## config.mk

```make
export PLATFORM = sky130hd
export DESIGN_NAME = seq_det_arbiter
export DESIGN_NICKNAME = d
export VERILOG_FILES = /design/src/rtl/seq_det_arbiter.sv
export SDC_FILE = /design/constraint.sdc
export NUM_CORES = 1
export LEC_CHECK = 0
export BUFFER_PORTS_ARGS = -buffer_cell sky130_fd_sc_hd__buf_4
export CAP_MARGIN = 20
export CORE_ASPECT_RATIO = 0.75
export CORE_MARGIN = 5
export CORE_UTILIZATION = 48
export CTS_CLUSTER_SIZE = 30
export DETAILED_ROUTE_END_ITERATION = 7
export GPL_ROUTABILITY_DRIVEN = 1
export PLACE_DENSITY = 0.78
export RECOVER_POWER = 25
export SETUP_SLACK_MARGIN = 0.1
export SLEW_MARGIN = 10
export SYNTH_ARGS = -nofsm -noshare
export SYNTH_HDL_FRONTEND = slang
export SYNTH_SLANG_ARGS = --single-unit
```

## constraint.sdc

```tcl
create_clock -name clk -period 2.1 [get_ports clk]
set_clock_uncertainty 0.15 [all_clocks]
set_input_delay 0.42 -clock clk [delete_from_list [all_inputs] [get_ports clk]]
set_output_delay 0.42 -clock clk [all_outputs]
set_load 0.01 [all_outputs]
```

## src/rtl/seq_det_arbiter.sv

```systemverilog
// seq_det_arbiter: round-robin front end that shares a single 1-0-1 Moore
// sequence detector among N_REQ word-producing requesters.
//
// Handshake: a requester raises req[i] (level) with its word on data and holds
// both until it sees ack[i]. The word is captured at the edge where the
// request is granted, so later data changes and an early req drop are ignored.
// ack[i] is a one-cycle pulse, and resp_id/resp_cnt are valid only while ack
// is nonzero.
module seq_det_arbiter #(
    parameter int N_REQ  = 4,
    parameter int WORD_W = 8,
    parameter int CNT_W  = $clog2(WORD_W + 1),
    parameter int TOT_W  = 16,
    parameter int ID_W   = $clog2(N_REQ)
) (
    input  logic                      clk,
    input  logic                      rst_n,
    input  logic [N_REQ-1:0]          req,
    input  logic [N_REQ*WORD_W-1:0]   data,
    output logic [N_REQ-1:0]          ack,
    output logic [ID_W-1:0]           resp_id,
    output logic [CNT_W-1:0]          resp_cnt,
    output logic                      busy,
    output logic                      det_out,
    input  logic                      clr_total,
    output logic [TOT_W-1:0]          total
);

    typedef enum logic [1:0] {IDLE, SHIFT, FLUSH, RESP} ctrl_e;
    typedef enum logic [1:0] {D_IDLE, S1, S10, S101} det_e;

    ctrl_e              ctrl_q, ctrl_d;
    det_e               det_q, det_d;
    logic [ID_W-1:0]    ptr_q, ptr_d;
    logic [ID_W-1:0]    id_q, id_d;
    logic [WORD_W-1:0]  word_q, word_d;
    logic [CNT_W-1:0]   bit_cnt_q, bit_cnt_d;
    logic [CNT_W-1:0]   cnt_q, cnt_d;
    logic [TOT_W-1:0]   total_q, total_d;
    logic [N_REQ-1:0]   ack_q, ack_d;
    logic [ID_W-1:0]    resp_id_q, resp_id_d;
    logic [CNT_W-1:0]   resp_cnt_q, resp_cnt_d;

    logic               grant_valid;
    logic [ID_W-1:0]    grant_id;
    logic [ID_W-1:0]    cand;
    logic [WORD_W-1:0]  grant_word;
    logic               accept;
    logic               det_in;
    logic               match;

    // Round-robin search starting just after the last served requester.
    always_comb begin
        grant_valid = 1'b0;
        grant_id    = '0;
        cand        = '0;
        for (int k = 1; k <= N_REQ; k++) begin
            cand = ID_W'((int'(ptr_q) + k) % N_REQ);
            if (!grant_valid && req[cand]) begin
                grant_valid = 1'b1;
                grant_id    = cand;
            end
        end
    end

    // Select the word belonging to the requester being granted.
    always_comb begin
        grant_word = '0;
        for (int i = 0; i < N_REQ; i++) begin
            if (ID_W'(i) == grant_id) begin
                grant_word = data[i*WORD_W +: WORD_W];
            end
        end
    end

    assign accept = (ctrl_q == IDLE) && grant_valid;
    // Only real word bits reach the detector; outside SHIFT it sees zeros,
    // which can never complete a match.
    assign det_in = (ctrl_q == SHIFT) && word_q[WORD_W-1];
    // A match counts only while a word is in flight (including the flush cycle).
    assign match  = (det_q == S101) && ((ctrl_q == SHIFT) || (ctrl_q == FLUSH));

    // Controller and detector state registers, plus all datapath registers.
    always_ff @(posedge clk or negedge rst_n) begin
        if (!rst_n) begin
            ctrl_q     <= IDLE;
            det_q      <= D_IDLE;
            ptr_q      <= ID_W'(N_REQ - 1);
            id_q       <= '0;
            word_q     <= '0;
            bit_cnt_q  <= '0;
            cnt_q      <= '0;
            total_q    <= '0;
            ack_q      <= '0;
            resp_id_q  <= '0;
            resp_cnt_q <= '0;
        end else begin
            ctrl_q     <= ctrl_d;
            det_q      <= det_d;
            ptr_q      <= ptr_d;
            id_q       <= id_d;
            word_q     <= word_d;
            bit_cnt_q  <= bit_cnt_d;
            cnt_q      <= cnt_d;
            total_q    <= total_d;
            ack_q      <= ack_d;
            resp_id_q  <= resp_id_d;
            resp_cnt_q <= resp_cnt_d;
        end
    end

    // Controller next state: IDLE -> SHIFT (WORD_W bits) -> FLUSH -> RESP -> IDLE.
    always_comb begin
        ctrl_d = ctrl_q;
        case (ctrl_q)
            IDLE:    if (grant_valid) ctrl_d = SHIFT;
            SHIFT:   if (bit_cnt_q == CNT_W'(WORD_W - 1)) ctrl_d = FLUSH;
            FLUSH:   ctrl_d = RESP;
            RESP:    ctrl_d = IDLE;
            default: ctrl_d = IDLE;
        endcase
    end

    // Detector next state; restarted from D_IDLE whenever a new word is accepted.
    always_comb begin
        det_d = det_q;
        if (accept) begin
            det_d = D_IDLE;
        end else begin
            case (det_q)
                D_IDLE:  det_d = det_in ? S1 : D_IDLE;
                S1:      det_d = det_in ? S1 : S10;
                S10:     det_d = det_in ? S101 : D_IDLE;
                S101:    det_d = D_IDLE;
                default: det_d = D_IDLE;
            endcase
        end
    end

    // Capture on grant, MSB-first shift, match counting and the running total.
    always_comb begin
        ptr_d     = ptr_q;
        id_d      = id_q;
        word_d    = word_q;
        bit_cnt_d = bit_cnt_q;
        cnt_d     = cnt_q;
        total_d   = total_q;
        if (accept) begin
            ptr_d     = grant_id;
            id_d      = grant_id;
            word_d    = grant_word;
            bit_cnt_d = '0;
            cnt_d     = '0;
        end else if (ctrl_q == SHIFT) begin
            word_d    = word_q << 1;
            bit_cnt_d = bit_cnt_q + 1'b1;
        end
        if (match) begin
            cnt_d = cnt_q + 1'b1;
        end
        if (clr_total) begin
            total_d = '0;
        end else if (match && (total_q != {TOT_W{1'b1}})) begin
            total_d = total_q + 1'b1;
        end
    end

    // Response outputs are registered from RESP so they pulse for one cycle
    // and fall back to zero together with ack.
    always_comb begin
        ack_d      = '0;
        resp_id_d  = '0;
        resp_cnt_d = '0;
        if (ctrl_q == RESP) begin
            ack_d      = N_REQ'(1) << id_q;
            resp_id_d  = id_q;
            resp_cnt_d = cnt_q;
        end
    end

    assign ack      = ack_q;
    assign resp_id  = resp_id_q;
    assign resp_cnt = resp_cnt_q;
    assign busy     = (ctrl_q != IDLE);
    assign det_out  = (det_q == S101);
    assign total    = total_q;

endmodule

```

==> impl_metrics.env <==
export IMPL_vias=2349
export IMPL_clock_root_buffer="clkbuf_8"
export IMPL_post_route_util=0.6851
export IMPL_ys_warnings_count=0
export IMPL_overflow=0
export IMPL_cp_required_ns=2.14
export IMPL_ios=67
export IMPL_start_util=0.5049
export IMPL_finalMaxSlewViolations=0
export IMPL_routed_wl_um=6812
export IMPL_syn_area_per_cell_um2=10.21
export IMPL_antenna_found_initial=0
export IMPL_dieWidth_um=97.35
export IMPL_cts_sinks=50
export IMPL_drc_errors=0
export IMPL_ys_ff_latch=50
export IMPL_clkTransAtPathRegs_ns=0.10
export IMPL_cp_cell_sequence="inv_2 > ha_4 > and3_4 > nand4_1 > a21oi_4 > and4_1 > mux2_4"
export IMPL_dieArea_mm2=0.007350
export IMPL_drive_above_1_share=0.3894
export IMPL_arrival_ns=2.11
export IMPL_p_total_uw=3801
export IMPL_synth_ff_type="dfrtp_1"
export IMPL_fin_crit_ns=2.070
export IMPL_crit_slowest_cell="dfrtp_1"
export IMPL_cts_path_max_buffers=2
export IMPL_run_status="finished clean"
export IMPL_netlist_area_leader_share=0.4374
export IMPL_drt_pass1_iter_count=4
export IMPL_cts_buffers=5
export IMPL_use_met3=0.03660
export IMPL_track_usage=0.1829
export IMPL_grt_pass1_wl_um=10770
export IMPL_synth_edf_count=0
export IMPL_leakage_uw=0.001688
export IMPL_hpwl_um=4500
export IMPL_worstSetupPathType="flip-flop to flip-flop"
export IMPL_die_y_um=75.51
export IMPL_netlist_area_mm2=0.002746
export IMPL_fmax_ghz=0.4832
export IMPL_grt_max_degree=51
export IMPL_crit_path_start_kind="flip-flop"
export IMPL_num_antenna_cells=0
export IMPL_min_path_type="input pin to flip-flop"
export IMPL_yosysTopAreaCell="dfrtp_1"
export IMPL_place_congestion=0.7475
export IMPL_min_delay_path_depth=2
export IMPL_r2r_cells=7
export IMPL_drv_cap=0
export IMPL_yosysUniqueCellTypes=45
export IMPL_clk_latency_ns=0.31
export IMPL_area_growth_pct=35.67
export IMPL_cts_max_level=2
export IMPL_busiest_layer="met2"
export IMPL_vias_per_cell=5.438
export IMPL_syn_instance_count=269
export IMPL_end_kind="flip-flop"
export IMPL_fin_nets=402
export IMPL_portBuffers=66
export IMPL_num_rows=23
export IMPL_cts_tree="done"
export IMPL_ant_nets=0
export IMPL_synth_area_leaders="dfrtp_1 44%, mux2i_1 4.4%, mux2_2 3.7%"
export IMPL_yosysSeqAreaShare=0.4565
export IMPL_synth_nets=315
export IMPL_powerDensity_mw_per_mm2=1020
export IMPL_finalCritPeriodShare=0.9856
export IMPL_synthArstFlopShare=1.000
export IMPL_drtIter0Drc=113
export IMPL_drt_wirelength_per_cell_um=15.77
export IMPL_worst_pin_slew_ns=1.233
export IMPL_peakVddDrop_mv=0.4960
export IMPL_hold_viol=0
export IMPL_met2_usage=0.3180
export IMPL_max_slew_margin=0.1777
export IMPL_cpPeakStageDelay_ns=0.38
export IMPL_grt_pass1_vias=2262
export IMPL_rsz0062_at_grt="true"
export IMPL_finalSetupViolations=0
export IMPL_cp_max_fo=3
export IMPL_grt_use_met1=0.2373
export IMPL_core_area_mm2=0.005439
-- cell usage after synthesis, types with 2 or more instances --
cell,number
a211oi_1,12
a21oi_1,8
a311oi_1,6
and2_1,9
and3_1,3
and3b_1,2
and4_1,3
buf_1,2
buf_4,5
buf_6,3
clkbuf_1,4
dfrtp_1,48
dfstp_2,2
ha_1,7
inv_1,4
mux2_2,9
mux2i_1,12
nand2_1,23
nand3_1,10
nand3b_1,2
nand4_1,4
nor2_1,25
nor2b_1,12
nor3_1,14
nor3b_1,3
o21ai_0,5
or2_2,2
xnor2_1,10
xor2_1,4
-- sequential cells by signal (all words and copies together) (netlist names) --
| signal | cells |
|---|---|
| cnt_q | 4 |
| resp_id | 2 |
| bit_cnt_q | 4 |
| total | 16 |
| ctrl_q | 2 |
| id_q | 2 |
| ptr_q | 2 |
| ack | 4 |
| resp_cnt | 4 |
| det_q | 2 |
| word_q | 8 |
-- where the power goes --
| group | switching [uW] | leakage, uW | internal, uW |
|---|---|---|---|
| Combinational | 900 | 0.000978 | 949 |
| Sequential | 155 | 0.000661 | 1190 |
| Clock | 331 | 0.0000489 | 273 |
| Total | 1390 | 0.00169 | 2420 |
-- metrics by stage --
step | cell area (um^2) | TNS (ns) | hold WS, ns | setup WS [ns] | instances
3_3_place_gp | 3420 | -0.2726 | 0.3260 | -0.07681 | 414
4_1_cts | 3641 | 0 | 0.2609 | 0.05424 | 430
3_5_place_dp | 3420 | -1.357 | 0.3293 | -0.2033 | 414
6_report | 3726 | 0 | 0.2773 | 0.03029 | 432
5_1_grt | 3726 | -0.3064 | 0.2868 | -0.08360 | 432
2_1_floorplan | 2759 | -0.07061 | -0.02559 | -0.07061 | 269
-- critical path, delay by kind of cell (launching register included) --
kind            cells  cell delay (ns)
simple gates        3             0.59
mux                 1             0.29
compound gates      1             0.19
fa+ha+maj           1             0.28
flops               1             0.38
buf+inv             1             0.07
-- repair_timing --
item / in CTS / in global routing
hold buffers: 1 / 0
hold endpoints to repair: 27 / 0
buffers inserted: 7 / 1
pin swaps: 4 / 4
resized for setup: 11 / 17
cloned: 0 / 1
endpoints found under the setup margin: 24 / 20
-- metal layers --
metal,up-vias,wire (um)
met5,-,0
met1,1154,3072
met3,9,300
met4,0,87
li1,1133,-
met2,53,3352
-- logic make-up (layout without fill, tap and decap cells) --
logic type	after synthesis	count (layout)	synth area share
compound gates	40	40	0.1144
xor+xnor	14	14	0.04464
fa+ha+maj	7	7	0.03189
buf+inv	19	106	0.04145
flops	50	50	0.4565
mux	22	22	0.08611
simple gates	117	118	0.2251
-- final cells by class --
cell class	count	area [um^2]
Multi-Input combinational cell	201	1503
Sequential cell	50	1254
Clock buffer	7	86.33
Timing Repair Buffer	94	765.7
Fill cell	417	1713
Clock inverter	1	8.758
Tap cell	75	93.84
Inverter	4	15.01
-- final timing paths --
path                                        from                    end  slack [ns]
max reg2reg                ctrl_q[1]$_DFFE_PN0P_   total[9]$_DFFE_PN0P_        0.03
min                                    clr_total  total[13]$_DFFE_PN0P_        0.28
min in group asynchronous                  rst_n       ack[2]$_DFF_PN0_        0.74
min reg2reg                  id_q[1]$_DFFE_PN0P_       ack[0]$_DFF_PN0_        0.35
max in group asynchronous                  rst_n   total[7]$_DFFE_PN0P_        0.30
max                        ctrl_q[1]$_DFFE_PN0P_   total[9]$_DFFE_PN0P_        0.03
-- placed cells by master, fill, tap and decap left out, types with 3 or more instances in the layout --
| cell | netlist | routed |
|---|---|---|
| mux2_4 | 1 | 3 |
| and4_1 | 3 | 3 |
| nand2_2 | 0 | 3 |
| a21oi_1 | 8 | 7 |
| mux2i_1 | 12 | 10 |
| a211oi_1 | 12 | 12 |
| a311oi_2 | 1 | 5 |
| dfrtp_1 | 48 | 48 |
| buf_4 | 5 | 85 |
| nor2_1 | 25 | 24 |
| nand3_1 | 10 | 10 |
| o21ai_0 | 5 | 5 |
| xor2_1 | 4 | 4 |
| nor3_1 | 14 | 13 |
| ha_1 | 7 | 6 |
| buf_12 | 0 | 3 |
| nand2_1 | 23 | 20 |
| clkbuf_8 | 0 | 6 |
| nor2b_1 | 12 | 12 |
| and2_1 | 9 | 9 |
| mux2_2 | 9 | 7 |
| nand4_1 | 4 | 4 |
| xnor2_1 | 10 | 10 |
Power figures use the tool's default switching activity.
